[src/rtl/hpdcache_cmo_req_tracker.sv]
// Converts core CMO requests into HPDcache CMO requests, tracking up to NTags in flight
// and returning per-request acks tagged with the original core transaction ID.
module hpdcache_cmo_req_tracker #(
    parameter int unsigned NTags        = 4,
    parameter int unsigned CoreTidWidth = 3,
    parameter int unsigned AddrWidth    = 40,
    parameter int unsigned SidWidth     = 3,
    parameter int unsigned DTidWidth    = 6,
    parameter bit          WaitRsp      = 1'b1
) (
    input  logic                    clk_i,
    input  logic                    rst_ni,
    input  logic [SidWidth-1:0]     sid_i,
    input  logic                    core_req_valid_i,
    output logic                    core_req_ready_o,
    input  logic [3:0]              core_req_op_i,
    input  logic [AddrWidth-1:0]    core_req_addr_i,
    input  logic [CoreTidWidth-1:0] core_req_tid_i,
    output logic                    core_ack_o,
    output logic [CoreTidWidth-1:0] core_ack_tid_o,
    output logic                    core_ack_err_o,
    output logic                    dcache_req_valid_o,
    input  logic                    dcache_req_ready_i,
    output logic [AddrWidth-1:0]    dcache_req_addr_o,
    output logic [2:0]              dcache_req_cmo_o,
    output logic [SidWidth-1:0]     dcache_req_sid_o,
    output logic [DTidWidth-1:0]    dcache_req_tid_o,
    output logic                    dcache_req_need_rsp_o,
    input  logic                    dcache_rsp_valid_i,
    input  logic [DTidWidth-1:0]    dcache_rsp_tid_i,
    input  logic [SidWidth-1:0]     dcache_rsp_sid_i
);
    localparam int unsigned TW = (NTags > 1) ? $clog2(NTags) : 1;

    typedef enum logic {IDLE, SEND} state_e;

    state_e                  state_q, state_d;
    logic [NTags-1:0]        tag_valid_q, tag_valid_d;
    logic [CoreTidWidth-1:0] tag_ctid_q [NTags];
    logic                    local_pend_q, local_pend_d;
    logic                    local_err_q, local_err_d;
    logic [CoreTidWidth-1:0] local_tid_q, local_tid_d;
    logic                    ack_d, ack_err_d;
    logic [CoreTidWidth-1:0] ack_tid_d;
    logic [AddrWidth-1:0]    addr_d;
    logic [2:0]              cmo_d;
    logic [DTidWidth-1:0]    tid_d;

    logic                    full_c, accept_c, alloc_c, unsup_c, hs_c, loc_c, rsp_hit_c;
    logic [TW-1:0]           free_tag_c, sent_tag_c, rsp_tag_c;
    logic [2:0]              cmo_c;

    function automatic logic [2:0] map_cmo(input logic [3:0] op);
        case (op)
            4'd0:       return 3'd1;
            4'd1:       return 3'd2;
            4'd2:       return 3'd3;
            4'd4, 4'd5: return 3'd4;
            4'd6:       return 3'd5;
            4'd7:       return 3'd6;
            4'd8:       return 3'd7;
            default:    return 3'd0;
        endcase
    endfunction

    assign dcache_req_sid_o      = sid_i;
    assign dcache_req_need_rsp_o = WaitRsp;
    assign dcache_req_valid_o    = (state_q == SEND);

    // Handshake qualification and tag selection from registered table state
    always_comb begin
        full_c     = &tag_valid_q;
        free_tag_c = '0;
        for (int i = int'(NTags) - 1; i >= 0; i--) begin
            if (!tag_valid_q[i]) free_tag_c = TW'(i);
        end
        cmo_c            = map_cmo(core_req_op_i);
        core_req_ready_o = !full_c && ((state_q == IDLE) || dcache_req_ready_i) && !local_pend_q;
        accept_c         = core_req_valid_i && core_req_ready_o;
        alloc_c          = accept_c && (cmo_c != 3'd0);
        unsup_c          = accept_c && (cmo_c == 3'd0);
        hs_c             = dcache_req_valid_o && dcache_req_ready_i;
        loc_c            = !WaitRsp && hs_c;
        sent_tag_c       = dcache_req_tid_o[TW-1:0];
        rsp_tag_c        = dcache_rsp_tid_i[TW-1:0];
        rsp_hit_c        = WaitRsp && dcache_rsp_valid_i && (dcache_rsp_sid_i == sid_i) &&
                           (dcache_rsp_tid_i < DTidWidth'(NTags)) && tag_valid_q[rsp_tag_c];
    end

    // Next-state: output FSM, tag table, local completion and ack arbitration
    always_comb begin
        state_d      = state_q;
        tag_valid_d  = tag_valid_q;
        local_pend_d = local_pend_q;
        local_err_d  = local_err_q;
        local_tid_d  = local_tid_q;
        ack_d        = 1'b0;
        ack_err_d    = 1'b0;
        ack_tid_d    = '0;
        addr_d       = dcache_req_addr_o;
        cmo_d        = dcache_req_cmo_o;
        tid_d        = dcache_req_tid_o;

        case (state_q)
            IDLE:    if (alloc_c) state_d = SEND;
            SEND:    if (hs_c) state_d = alloc_c ? SEND : IDLE;
            default: state_d = IDLE;
        endcase

        if (alloc_c) begin
            addr_d = core_req_addr_i;
            cmo_d  = cmo_c;
            tid_d  = DTidWidth'(free_tag_c);
        end

        if (rsp_hit_c) tag_valid_d[rsp_tag_c] = 1'b0;
        if (loc_c)     tag_valid_d[sent_tag_c] = 1'b0;
        if (alloc_c)   tag_valid_d[free_tag_c] = 1'b1;

        // Dcache response wins; a free ack slot lets a local completion bypass the pending register
        if (rsp_hit_c) begin
            ack_d     = 1'b1;
            ack_tid_d = tag_ctid_q[rsp_tag_c];
        end else if (local_pend_q) begin
            ack_d        = 1'b1;
            ack_tid_d    = local_tid_q;
            ack_err_d    = local_err_q;
            local_pend_d = 1'b0;
        end else if (loc_c) begin
            ack_d     = 1'b1;
            ack_tid_d = tag_ctid_q[sent_tag_c];
        end

        if (loc_c && local_pend_q) begin
            local_pend_d = 1'b1;
            local_err_d  = 1'b0;
            local_tid_d  = tag_ctid_q[sent_tag_c];
        end
        if (unsup_c) begin
            local_pend_d = 1'b1;
            local_err_d  = 1'b1;
            local_tid_d  = core_req_tid_i;
        end
    end

    always_ff @(posedge clk_i or negedge rst_ni) begin
        if (!rst_ni) begin
            state_q           <= IDLE;
            tag_valid_q       <= '0;
            local_pend_q      <= 1'b0;
            local_err_q       <= 1'b0;
            local_tid_q       <= '0;
            core_ack_o        <= 1'b0;
            core_ack_tid_o    <= '0;
            core_ack_err_o    <= 1'b0;
            dcache_req_addr_o <= '0;
            dcache_req_cmo_o  <= '0;
            dcache_req_tid_o  <= '0;
            for (int i = 0; i < int'(NTags); i++) tag_ctid_q[i] <= '0;
        end else begin
            state_q           <= state_d;
            tag_valid_q       <= tag_valid_d;
            local_pend_q      <= local_pend_d;
            local_err_q       <= local_err_d;
            local_tid_q       <= local_tid_d;
            core_ack_o        <= ack_d;
            core_ack_tid_o    <= ack_tid_d;
            core_ack_err_o    <= ack_err_d;
            dcache_req_addr_o <= addr_d;
            dcache_req_cmo_o  <= cmo_d;
            dcache_req_tid_o  <= tid_d;
            if (alloc_c) tag_ctid_q[free_tag_c] <= core_req_tid_i;
        end
    end

    // A response addressed to this port must hit an outstanding tag
    rsp_known_a: assert property (@(posedge clk_i) disable iff (!rst_ni)
        (WaitRsp && dcache_rsp_valid_i && (dcache_rsp_sid_i == sid_i)) |-> rsp_hit_c);

endmodule

[config.mk]
export PLATFORM = sky130hd
export DESIGN_NAME = hpdcache_cmo_req_tracker
export DESIGN_NICKNAME = d
export VERILOG_FILES = /design/src/rtl/hpdcache_cmo_req_tracker.sv
export SDC_FILE = /design/constraint.sdc
export NUM_CORES = 1
export LEC_CHECK = 0
export ABC_AREA = 1
export CAP_MARGIN = 20
export CORE_ASPECT_RATIO = 2
export CORE_MARGIN = 2
export CORE_UTILIZATION = 41
export CTS_BUF_LIST = sky130_fd_sc_hd__clkbuf_8
export CTS_CLUSTER_SIZE = 30
export DETAILED_ROUTE_END_ITERATION = 7
export PLACE_DENSITY = 0.81
export SYNTH_ARGS = -nofsm -noshare
export SYNTH_HDL_FRONTEND = slang
export SYNTH_SLANG_ARGS = --single-unit
[constraint.sdc]
create_clock -name clk_i -period 1.3 [get_ports clk_i]
set_input_delay 0.325 -clock clk_i [delete_from_list [all_inputs] [get_ports clk_i]]
set_output_delay 0.325 -clock clk_i [all_outputs]
set_load 0.1 [all_outputs]
# After elaboration in Yosys (flattened, before gate mapping)
# Memory sizes are Yosys's and may differ from the RTL's.
# Cells that the tools add are included.
[totals] ff_bits=72 mem_bits_ro=48 inputBits=64 output_inout_bits=60 word_cells=79 memories=1
[mem_list] name="(name not given)" depth=16 width=3 rd=1 rd_clocked_by_memory_dff=0 write_ports=0 line_no="54" rtl="case (op)"
[op_classes] magnitude_cmp=8 n_eq_ne=2 n_mux=29 bitwise_logic=6 reduce_logical=18
[op_table] cell="2-to-1 mux 3 bit" n=5
[op_table] cell="bitwise mux 12 bit" n=1
[op_table] cell="logical AND 1 bit" n=12
[op_table] cell="2-to-1 mux 1 bit" n=11
[op_table] cell="2-to-1 mux 2 bit" n=4
[op_table] cell="2-to-1 mux 4 bit" n=2
[op_table] cell="binary-select mux 3 bit (select 2 bit)" n=1
[op_table] cell="demux 3 bit (select 2 bit)" n=1
[op_table] cell=">= comparator 3 bit (second input constant)" n=2
[op_table] cell="< comparator 2 x 3 -> 1 bit (second input constant)" n=2
[op_table] cell="< comparator 6 x 3 -> 1 bit (second input constant)" n=1
[op_table] cell="inverter 2 -> 3 bit" n=2
[op_table] cell="AND 4 bit" n=1
[op_table] cell="demux 1 bit (select 2 bit)" n=2
[op_table] cell=">= comparator 2 x 1 -> 1 bit (second input constant)" n=2
[op_table] cell="inverter 4 bit" n=1
[op_table] cell="OR 4 bit" n=1
[op_table] cell="AND reduction 4 bit" n=1
[op_table] cell="== test 3 bit" n=1
[op_table] cell="zero test 3 bit" n=1
[op_table] cell="< comparator 3 x 1 -> 1 bit (second input constant)" n=1
[op_table] cell="nonzero test 3 bit" n=1
[op_table] cell="binary-select mux 1 bit (select 2 bit)" n=1
[op_table] cell="zero test 1 bit" n=2
[op_table] cell="4 further kinds" n=4

# Depth between registers and ports, before layout
# Gate-level depths: netlist of the first run.
[logic_depth] ltp_word=10 mapped_depth=11 ltp_nobuf=9

# Worst setup path after synthesis of the first run
# Ideal clock, no wire load.
[synth_timing] path_type="register to register" start="register state_q, in the netlist dcache_req_valid_o" end="register dcache_req_addr_o[27]" setup_time_ps=122 t_arrival_ps=2568 t_required_ps=1178 setup_slack_ps=-1390 stages_incl_launch_ff=11 path_buffers=2 period_less_slack_ps=2690 cell_sequence="dfrtp_1 nand2_1 nand2_1 nor2_2 nand2_1 inv_2 nand2_2 buf_6 buf_6 nand2_1 nand2_1"
[synth_via] elab_chain_cells=6
[synth_rtl] item="start: declaration" line_no="37" rtl="state_e state_q, state_d;"
[synth_rtl] item="start signal: assignment" line_no="161" rtl="state_q <= state_d;"
[synth_rtl] item="inverter 1 bit" line_no="78" rtl="core_req_ready_o = !full_c && ((state_q == IDLE) || dcache_req_ready_i) && !local_pend_q;"
[synth_rtl] item="logical OR 1 bit" line_no="78"
[synth_rtl] item="logical AND 1 bit (2 in series)" line_no="78"
[synth_rtl] item="via core_req_ready_o" line_no="15" rtl="output logic core_req_ready_o,"
[synth_rtl] item="logical AND 1 bit" line_no="79" rtl="accept_c = core_req_valid_i && core_req_ready_o;"
[synth_rtl] item="logical AND 1 bit" line_no="80" rtl="alloc_c = accept_c && (cmo_c != 3'd0);"
[synth_rtl] item="end signal: assignment" line_no="169" rtl="dcache_req_addr_o <= addr_d;"
[synth_rtl] item="end: declaration" line_no="24" rtl="output logic [AddrWidth-1:0] dcache_req_addr_o,"
# The timed path passes the listed nets, and every way through them passes these cells.
# A chain may end at the register's enable or synchronous reset.

# Worst setup path after layout of the first run
[layout_timing] start="register tag_valid_q[2]" end="register tag_ctid_q[3] (netlist bit)"
[layout_via] elab_chain_cells=9 word_cells_on_any_way=16 classes_between="order compare: 2; mux: 6; bitwise: 1; reduce/logical: 7"
[layout_rtl] item="start: declaration" line_no="38" rtl="logic [NTags-1:0] tag_valid_q, tag_valid_d;"
[layout_rtl] item="start signal: assignment" line_no="162" rtl="tag_valid_q <= tag_valid_d;"
[layout_rtl] item="2-to-1 mux 2 bit (3 in series)" line_no="75" rtl="if (!tag_valid_q[i]) free_tag_c = TW'(i);"
[layout_rtl] item="inverter 2 -> 3 bit (implied by the code)" line_no="172" rtl="if (alloc_c) tag_ctid_q[free_tag_c] <= core_req_tid_i;"
[layout_rtl] item=">= comparator 3 bit (implied by the code) or < comparator 3 x 1 -> 1 bit (tied branches)" line_no="172"
[layout_rtl] item="logical AND 1 bit (implied by the code)" line_no="172"
[layout_rtl] item="2-to-1 mux 3 bit (implied by the code)" line_no="172"
[layout_rtl] item="demux 3 bit (select 2 bit)" line_no="172"
[layout_rtl] item="bitwise mux 12 bit" line_no="172"
[layout_rtl] item="end signal: indexed assignment" line_no="172"
[layout_rtl] item="end: declaration" line_no="39" rtl="logic [CoreTidWidth-1:0] tag_ctid_q [NTags];"
# Parallel ways exist; a longest one is shown, timed or not.

==> flow_metrics.tcl, run 1 <==
set metrics [dict create \
    avgRoutedWirePerCell_um 29.10 \
    fin_ws_ns -0.5679 \
    die_h_um 131.1 \
    routed.top_layer "met4" \
    path_clk_slew_ns 0.07 \
    grt_pass1_vias 4309 \
    utilization_pct 92.91 \
    dr.pass1.iters 8 \
    yosys_warnings 0 \
    slew_viol_final 0 \
    root_buffer "clkbuf_8" \
    die_w_um 67.57 \
    setup_viol 119 \
    wl_met2_um 9969 \
    r2r_slack_ns -0.57 \
    vias 4587 \
    cts_sinks 72 \
    ys_ff_latch 72 \
    dieArea_um2 8860 \
    cts_tree "yes" \
    skew_ns 0.01757 \
    hpwl_um 7657 \
    drt_iter0_drc 633 \
    nets 688 \
    m1WireLength_um 6318 \
    via_per_inst 6.344 \
    rsz0062_at_grt "true" \
    most-common-layout-cells "108 x nand2_1, 65 x buf_12, 64 x buf_4, 63 x dfrtp_1, 61 x nand2_2" \
    synth.distinct_cells 21 \
    fp.coreArea_um2 7885 \
    holdWs_ns 0.4730 \
    p_per_area_nw_per_um2 3219 \
    start_kind "register" \
    final.setup.tns_ns -34.79 \
    drc_errors 0 \
    synth.largest_area_cell "dfrtp_1" \
    timing.final.crit_share_pct 143.7 \
    hp-class "input port to register" \
    initial_core_util_pct 42.02 \
    netlist_instances 411 \
    ir_worst_vdd_v 0.002851 \
    place_congestion 0.8397 \
    grt_max_degree 73 \
    p_leak_nw 3.438 \
    final_common_cell "nand2_1" \
    critical_path_class "register to register" \
    cts_buffers 9 \
    crit_arrival_ns 2.12 \
    violations "setup timing" \
    report.power.total_mw 23.58 \
    cp-end-kind "register" \
    synth_area_leaders "dfrtp_1 54%, nand2_1 21%, nand3_1 9.1%" \
    ant_nets 0 \
    wl_met3_um 2018 \
    yosysTopAreaCellShare_pct 54.38 \
    status "finished with violations" \
    port_buffers 118 \
    grt_antenna_before_repair 1 \
    drive_above_1_share_pct 54.15 \
    drv_cap 0 \
    grt_overflow_total 0 \
    cts_buffer_depth 2 \
    period_needed_ns 1.868 \
    wl_um 21040 \
    hold_viol 0 \
    htreeDepth 3 \
    fmax_mhz 535.4 \
    cp_max_fo 7 \
    clkLatencyLatePin_ns 0.39 \
    synth_area_um2 3313 \
    area_growth_pct 121.1 \
    ioPinCount 124 \
    grt_pass1_wl_um 22020 \
    required_ns 1.55 \
    pre_cts_ws_ns -0.8723 \
    rows 46 \
    seq_area_frac_synth_pct 54.38 \
    grtUsageTotal_pct 34.61 \
    syn_area_per_cell_um2 8.061 \
]
## sequential cells by signal, indices dropped and copies added (netlist names), 2 cells and up
| name | flops |
|---|---|
| dcache_req_tid_o | 2 |
| tag_valid_q | 4 |
| dcache_req_addr_o | 40 |
| local_tid_q | 3 |
| tag_ctid_q | 12 |
| core_ack_tid_o | 3 |
| dcache_req_cmo_o | 3 |
## worst max-delay path, cell delays in order, from the launching register on
cell      delay [ns]
dfrtp_1         0.52
nand2_2         0.14
nor2_4          0.14
nor2_4          0.05
buf_6           0.12
nand2_8         0.09
clkinv_8        0.07
buf_8           0.14
buf_12          0.13
nand4_1         0.20
nand2_2         0.13
## cell usage after synthesis
master      n
buf_2      10
conb_1      2
nand2_1   182
nand4_1    17
nor2_1     15
ha_1        3
clkbuf_1    2
a21oi_1     2
dfrtp_1    72
nor2_2      1
nand2_2     2
inv_2       4
inv_1      18
o21ai_0     4
a21oi_2     1
and3_1      1
and2_1      1
nor3_1      1
nand3_1    60
buf_6       2
buf_4      11
## metrics by stage
step / instances / instance area (um2)
floorplan: 414 / 3351
global placement: 647 / 5440
detailed placement: 647 / 5440
CTS: 691 / 6326
global route: 723 / 7326
finish: 723 / 7326
## cell type report
type	instances	area, um2
well taps	96	120.1
clock buffers	13	178.9
fillers	209	559.3
diodes	1	2.502
inverters	22	95.09
flip-flops and latches	72	1815
clock inverters	3	38.79
repair buffers	221	2965
multi-input cells	295	2110
## repair_timing
item	CTS	global route
setup buffers	19	30
pin swaps	21	78
setup endpoints to repair	83	113
hold endpoints to repair	32	0
gates cloned	9	5
hold buffers	1	0
resized for setup	78	180
## routing by layer
layer  track usage [%]  up-vias
met5                 0        -
met4             27.21        0
met3             7.106      217
met2             61.38      472
met1             31.62     2169
li1                  -     1729
## where the power goes
group          internal [mW]  switching (mW)
combinational           6.57            10.4
sequential              3.26            1.29
clock                   1.09           0.936
total                   10.9            12.7
## final timing paths
| path | start | endpoint | cells past startpoint |
|---|---|---|---|
| worst max register to register | tag_valid_q[2] | tag_ctid_q[3] | 10 |
| worst min-delay path | dcache_rsp_tid_i[1] | tag_valid_q[1] | 5 |
| min in group asynchronous | rst_ni | dcache_req_addr_o[16] | 3 |
| worst min register to register | local_err_q | local_err_q | 2 |
| max in group asynchronous | rst_ni | dcache_req_tid_o[0] | 3 |
| worst max-delay path | tag_valid_q[2] | tag_ctid_q[3] | 10 |
## cell families after synthesis
group                      synth area share, %
AOI/OAI and AO/OA                        1.171
adders and majority gates                1.133
buffers and inverters                    7.402
DFF                                      54.38
other                                   0.2267
and+or+nand+nor                          35.69
(Power assumes the default switching activity.)
==> run 2, diff against run 1 <==
CORE_ASPECT_RATIO = 1.5   (was 2)
CORE_UTILIZATION = 49   (was 41)
CTS_CLUSTER_SIZE = not set   (was 30)
PLACE_DENSITY = 0.9   (was 0.81)
clock period = 2.3 ns   (was 1.3 ns; I/O delays follow)
==> run 2 against run 1 <==
  * The run now ends clean
  * Final area fell by 36%
  * Count of clock-buffer cells in the layout shrank 3
  * Global-route usage fell by 12 points
  * Non-clock buffer count fell by 89
  * Wire length shrank 61%
  * Register-to-register slack improved by 1.1 ns
  * Clock skew decreased by 0.010 ns
  * Critical endpoint is now core_req_ready_o
==> flow_metrics.tcl, run 2 (same netlist as run 1, synthesis figures left out) <==
set metrics [dict create \
    htreeDepth 3 \
    most-common-layout-cells "182 x nand2_1, 71 x dfrtp_1, 62 x clkdlybuf4s50_1, 61 x buf_4, 60 x nand3_1" \
    slew_viol_final 0 \
    via_per_inst 5.214 \
    cts_sinks 72 \
    cts_buffer_depth 2 \
    fp.coreArea_um2 6531 \
    dr.pass1.iters 5 \
    clkLatencyLatePin_ns 0.35 \
    setup_viol 0 \
    drive_above_1_share_pct 17.13 \
    root_buffer "clkbuf_8" \
    avgRoutedWirePerCell_um 13.48 \
    grt_overflow_total 0 \
    initial_core_util_pct 50.73 \
    cp_max_fo 2 \
    max_stage_delay_ns 0.45 \
    regMostFlops "dcache_req_addr_o" \
    vias 3196 \
    startpoint "dcache_req_ready_i" \
    crit_path_cell_trace "clkdlybuf4s50_1, inv_1, nand2_1, nand2_1, nor2_4, buf_12" \
    final_common_cell "nand2_1" \
    timing.final.crit_share_pct 93.14 \
    place_congestion 0.8394 \
    worstReg2RegStart "tag_valid_q[0]" \
    fill_cells 454 \
    wl_um 8265 \
    grt_antenna_before_repair 0 \
    cp-end-kind "primary output" \
    largest_register_ff_count 40 \
    rows 36 \
    drt_iter0_drc 164 \
    drc_errors 0 \
    die_w_um 71.14 \
    slowest_stage "clkdlybuf4s50_1" \
    nets 599 \
    required_ns 1.73 \
    grt_max_degree 73 \
    area_growth_pct 42.48 \
    fmax_mhz 466.8 \
    grt_pass1_wl_um 13500 \
    rsz0062_at_grt "false" \
    largest_registers "dcache_req_addr_o x40, tag_ctid_q x12, tag_valid_q x4" \
    cts_tree "yes" \
    start_kind "input port" \
    diodes 0 \
    hp-class "input port to asynchronous set/reset pin" \
    final_area_um2 4721 \
    dpl_cell_area_um2 4507 \
    ioPinCount 124 \
    hpwl_um 6195 \
    cp_common_cell "nand2_1" \
    grtUsageTotal_pct 22.89 \
    crit_arrival_ns 1.57 \
    post-cts-setup-buffers 0 \
    status "finished, final reports clean" \
    path_clk_slew_ns 0.07 \
    grt_pass1_vias 3102 \
    dieArea_um2 7449 \
    period_needed_ns 2.142 \
    die_h_um 104.7 \
    port_buffers 118 \
    drv_cap 0 \
    hold_viol 0 \
    postCtsHoldBufs 0 \
    skew_ns 0.007247 \
    cts_buffers 9 \
    ant_nets 0 \
    critical_path_class "input port to primary output" \
    cts_resized 0 \
]
[run 2: changes by cell type in the layout (fill, tap and decap cells not counted), sizes merged]
cell | previous run | this run
dlygate4sd3 | 1 | 0
clkdlybuf4s15 | 1 | 0
clkbuf | 18 | 10
inv | 22 | 25
bufinv | 1 | 2
buf | 154 | 70
clkinv | 2 | 1
dlygate4sd2 | 5 | 0
diode | 1 | 0
clkdlybuf4s50 | 53 | 62
dlymetal6s2s | 2 | 0
[run 2: layout make-up]
class,count,area (um2),area share (%)
clock inverter,6,76.32,1.617
tap,76,95.09,2.014
multi-input combinational,295,1282,27.17
clock buffer,10,137.6,2.915
timing repair buffer,132,1244,26.35
inverter,22,82.58,1.749
sequential,72,1803,38.19
[run 2: through the flow]
step | hold slack (ns) | TNS [ns] | setup WS, ns | utilization (%) | cells
2_1_floorplan | 0.2794 | 0 | 0.1217 | - | 414
3_3_place_gp | 0.4353 | 0 | 0.01047 | 69.00 | 597
3_5_place_dp | 0.4479 | -4.392 | -0.1008 | 69.00 | 597
4_1_cts | 0.2460 | 0 | 0.1435 | 72.28 | 613
5_1_grt | 0.2592 | 0 | 0.01991 | 72.28 | 613
6_report | 0.2370 | 0 | 0.1579 | 72.28 | 613
[run 2: final timing paths]
check	endpoint	slack [ns]	cells after the start
hold / removal	dcache_req_addr_o[13]	0.24	2
max in group asynchronous	dcache_req_valid_o	1.76	2
setup / recovery	core_req_ready_o	0.16	6
setup reg to reg	tag_ctid_q[1]	0.56	9
min in group clk_i	local_err_q	0.46	2
hold reg to reg	local_err_q	0.46	2
[run 2: metal layers]
metal	part of all wire [%]	global-route usage [%]	routed length [um]	vias up
met3	6.7	6.750	556	27
li1	-	-	-	1537
met5	0	0	0	-
met1	37	24.45	3033	1489
met2	52	39.42	4331	143
met4	4.2	12.67	344	0
[run 2: critical path: cells and delay by family]
family	cells	cell delay (ns)
and+or+nand+nor	3	0.32
buffers and inverters	3	0.68
Power of run 2 is left out: the tool's default activity adds up to more than one toggle a clock period on the data nets, which glitch-free logic cannot reach.
==> run 3, diff against run 2 <==
PLACE_DENSITY = 0.86   (was 0.9)
==> run 3 against run 2 <==
  * Hold slack lost 0.017 ns
  * Die area is the same
  * Clock skew grew 0.0055 ns
  * Non-clock buffer count grew 1
  * Critical path depth is the same
  * Worst setup slack gained 0.0032 ns
  * Utilization shrank 0.23 points
  * Critical endpoint unchanged
==> flow_metrics.tcl, run 3 (same netlist as run 1, synthesis figures left out) <==
set metrics [dict create \
    cts_tree "yes" \
    most-common-layout-cells "182 x nand2_1, 71 x dfrtp_1, 62 x clkdlybuf4s50_1, 62 x buf_4, 60 x nand3_1" \
    dr.pass1.iters 4 \
    hold_viol 0 \
    cts_sinks 72 \
    ioPinCount 124 \
    cts_resized 0 \
    avgRoutedWirePerCell_um 13.61 \
    postCtsHoldBufs 0 \
    dpl_cell_area_um2 4514 \
    grtUsageTotal_pct 23.99 \
    cts_buffers 9 \
    post-cts-setup-buffers 0 \
    die_w_um 71.14 \
    r2r_cells 9 \
    cp.depth 6 \
    drv_cap 0 \
    cp_max_fo 2 \
    ant_nets 0 \
    root_buffer "clkbuf_8" \
    hp-class "input port to asynchronous set/reset pin" \
    drt_iter0_drc 220 \
    area_growth_pct 42.03 \
    slowest_stage "clkdlybuf4s50_1" \
    largest_registers "dcache_req_addr_o x40, tag_ctid_q x12, tag_valid_q x4" \
    cp_common_cell "nand2_1" \
    port_buffers 118 \
    status "finished, final reports clean" \
    fp.coreArea_um2 6531 \
    hpwl_um 6394 \
    final_common_cell "nand2_1" \
    htreeDepth 3 \
    grt_pass1_vias 3147 \
    place_congestion 0.8001 \
    start_kind "input port" \
    initial_core_util_pct 50.73 \
    r2r_slack_ns 0.59 \
    fmax_mhz 467.5 \
    critical_path_class "input port to primary output" \
    via_per_inst 5.124 \
    drive_above_1_share_pct 17.29 \
    grt_overflow_total 0 \
    skew_ns 0.01271 \
    dieArea_um2 7449 \
    die_h_um 104.7 \
    wl_um 8358 \
    diodes 0 \
    drc_errors 0 \
    grt_max_degree 73 \
    timing.final.crit_share_pct 93.00 \
    crit_arrival_ns 1.56 \
    setup_viol 0 \
    final_area_um2 4706 \
    cp-end-kind "primary output" \
    grt_pass1_wl_um 14100 \
    critPathTopFamily "buffers and inverters" \
    startpoint "dcache_req_ready_i" \
    required_ns 1.73 \
    worstReg2RegStart "tag_valid_q[0]" \
    rows 36 \
    rr_endpoint "tag_ctid_q[10]" \
    largest_register_ff_count 40 \
    regMostFlops "dcache_req_addr_o" \
    crit_path_cell_trace "clkdlybuf4s50_1, inv_1, nand2_1, nand2_1, nor2_4, buf_12" \
    nets 600 \
    grt_antenna_before_repair 0 \
    clkLatencyLatePin_ns 0.35 \
    period_needed_ns 2.139 \
    worst-path-buf-inv 3 \
    path_clk_slew_ns 0.08 \
    vias 3146 \
    slew_viol_final 0 \
    rsz0062_at_grt "false" \
    cts_buffer_depth 2 \
    crit_end "core_req_ready_o" \
    max_stage_delay_ns 0.45 \
]
## run 3: changes by cell type in the layout (fill, tap and decap cells not counted), sizes merged
cell	before	now
bufinv	2	1
clkinvlp	0	1
buf	70	71
## run 3: metrics by stage
stage / cells / utilization, % / hold slack [ns] / setup TNS [ns] / setup slack [ns]
4_1_cts: 614 / 72.05 / 0.2435 / 0 / 0.1445
6_report: 614 / 72.05 / 0.2203 / 0 / 0.1610
3_3_place_gp: 598 / 69.12 / 0.4476 / 0 / 0.009398
3_5_place_dp: 598 / 69.12 / 0.4468 / -3.396 / -0.1182
5_1_grt: 614 / 72.05 / 0.2586 / 0 / 0.08461
2_1_floorplan: 414 / - / 0.2794 / 0 / 0.1217
## run 3: how the worst min path moves through the flow
stage / startpoint / cells past startpoint / endpoint / slack, ns
6_report: rst_ni / 2 / dcache_req_addr_o[12] / 0.22
5_1_grt: rst_ni / 2 / dcache_req_addr_o[21] / 0.26
4_1_cts: rst_ni / 2 / dcache_req_addr_o[12] / 0.24
3_5_place_dp: local_err_q / 2 / local_err_q / 0.45
3_3_place_gp: local_err_q / 2 / local_err_q / 0.45
2_1_floorplan: rst_ni / 0 / core_ack_err_o / 0.28
## run 3: per-layer routing
layer  GRT usage [%]  up-vias  wire length, um  part of all wire [%]
met3           7.232       18              578                   6.9
met2           42.72      125             4613                    55
met4           10.51        0              189                   2.3
met1           25.45     1464             2977                    36
li1                -     1539                -                     -
met5               0        -                0                     0
## run 3: cell type report
cell class                      count  area, um2
Fill cell                         503       1826
Sequential cell                    72       1803
Multi-Input combinational cell    295       1282
Timing Repair Buffer              133       1251
Clock buffer                       10      137.6
Tap cell                           76      95.09
Inverter                           22      82.58
Clock inverter                      6      53.80
Power of run 3 is left out for the same reason.
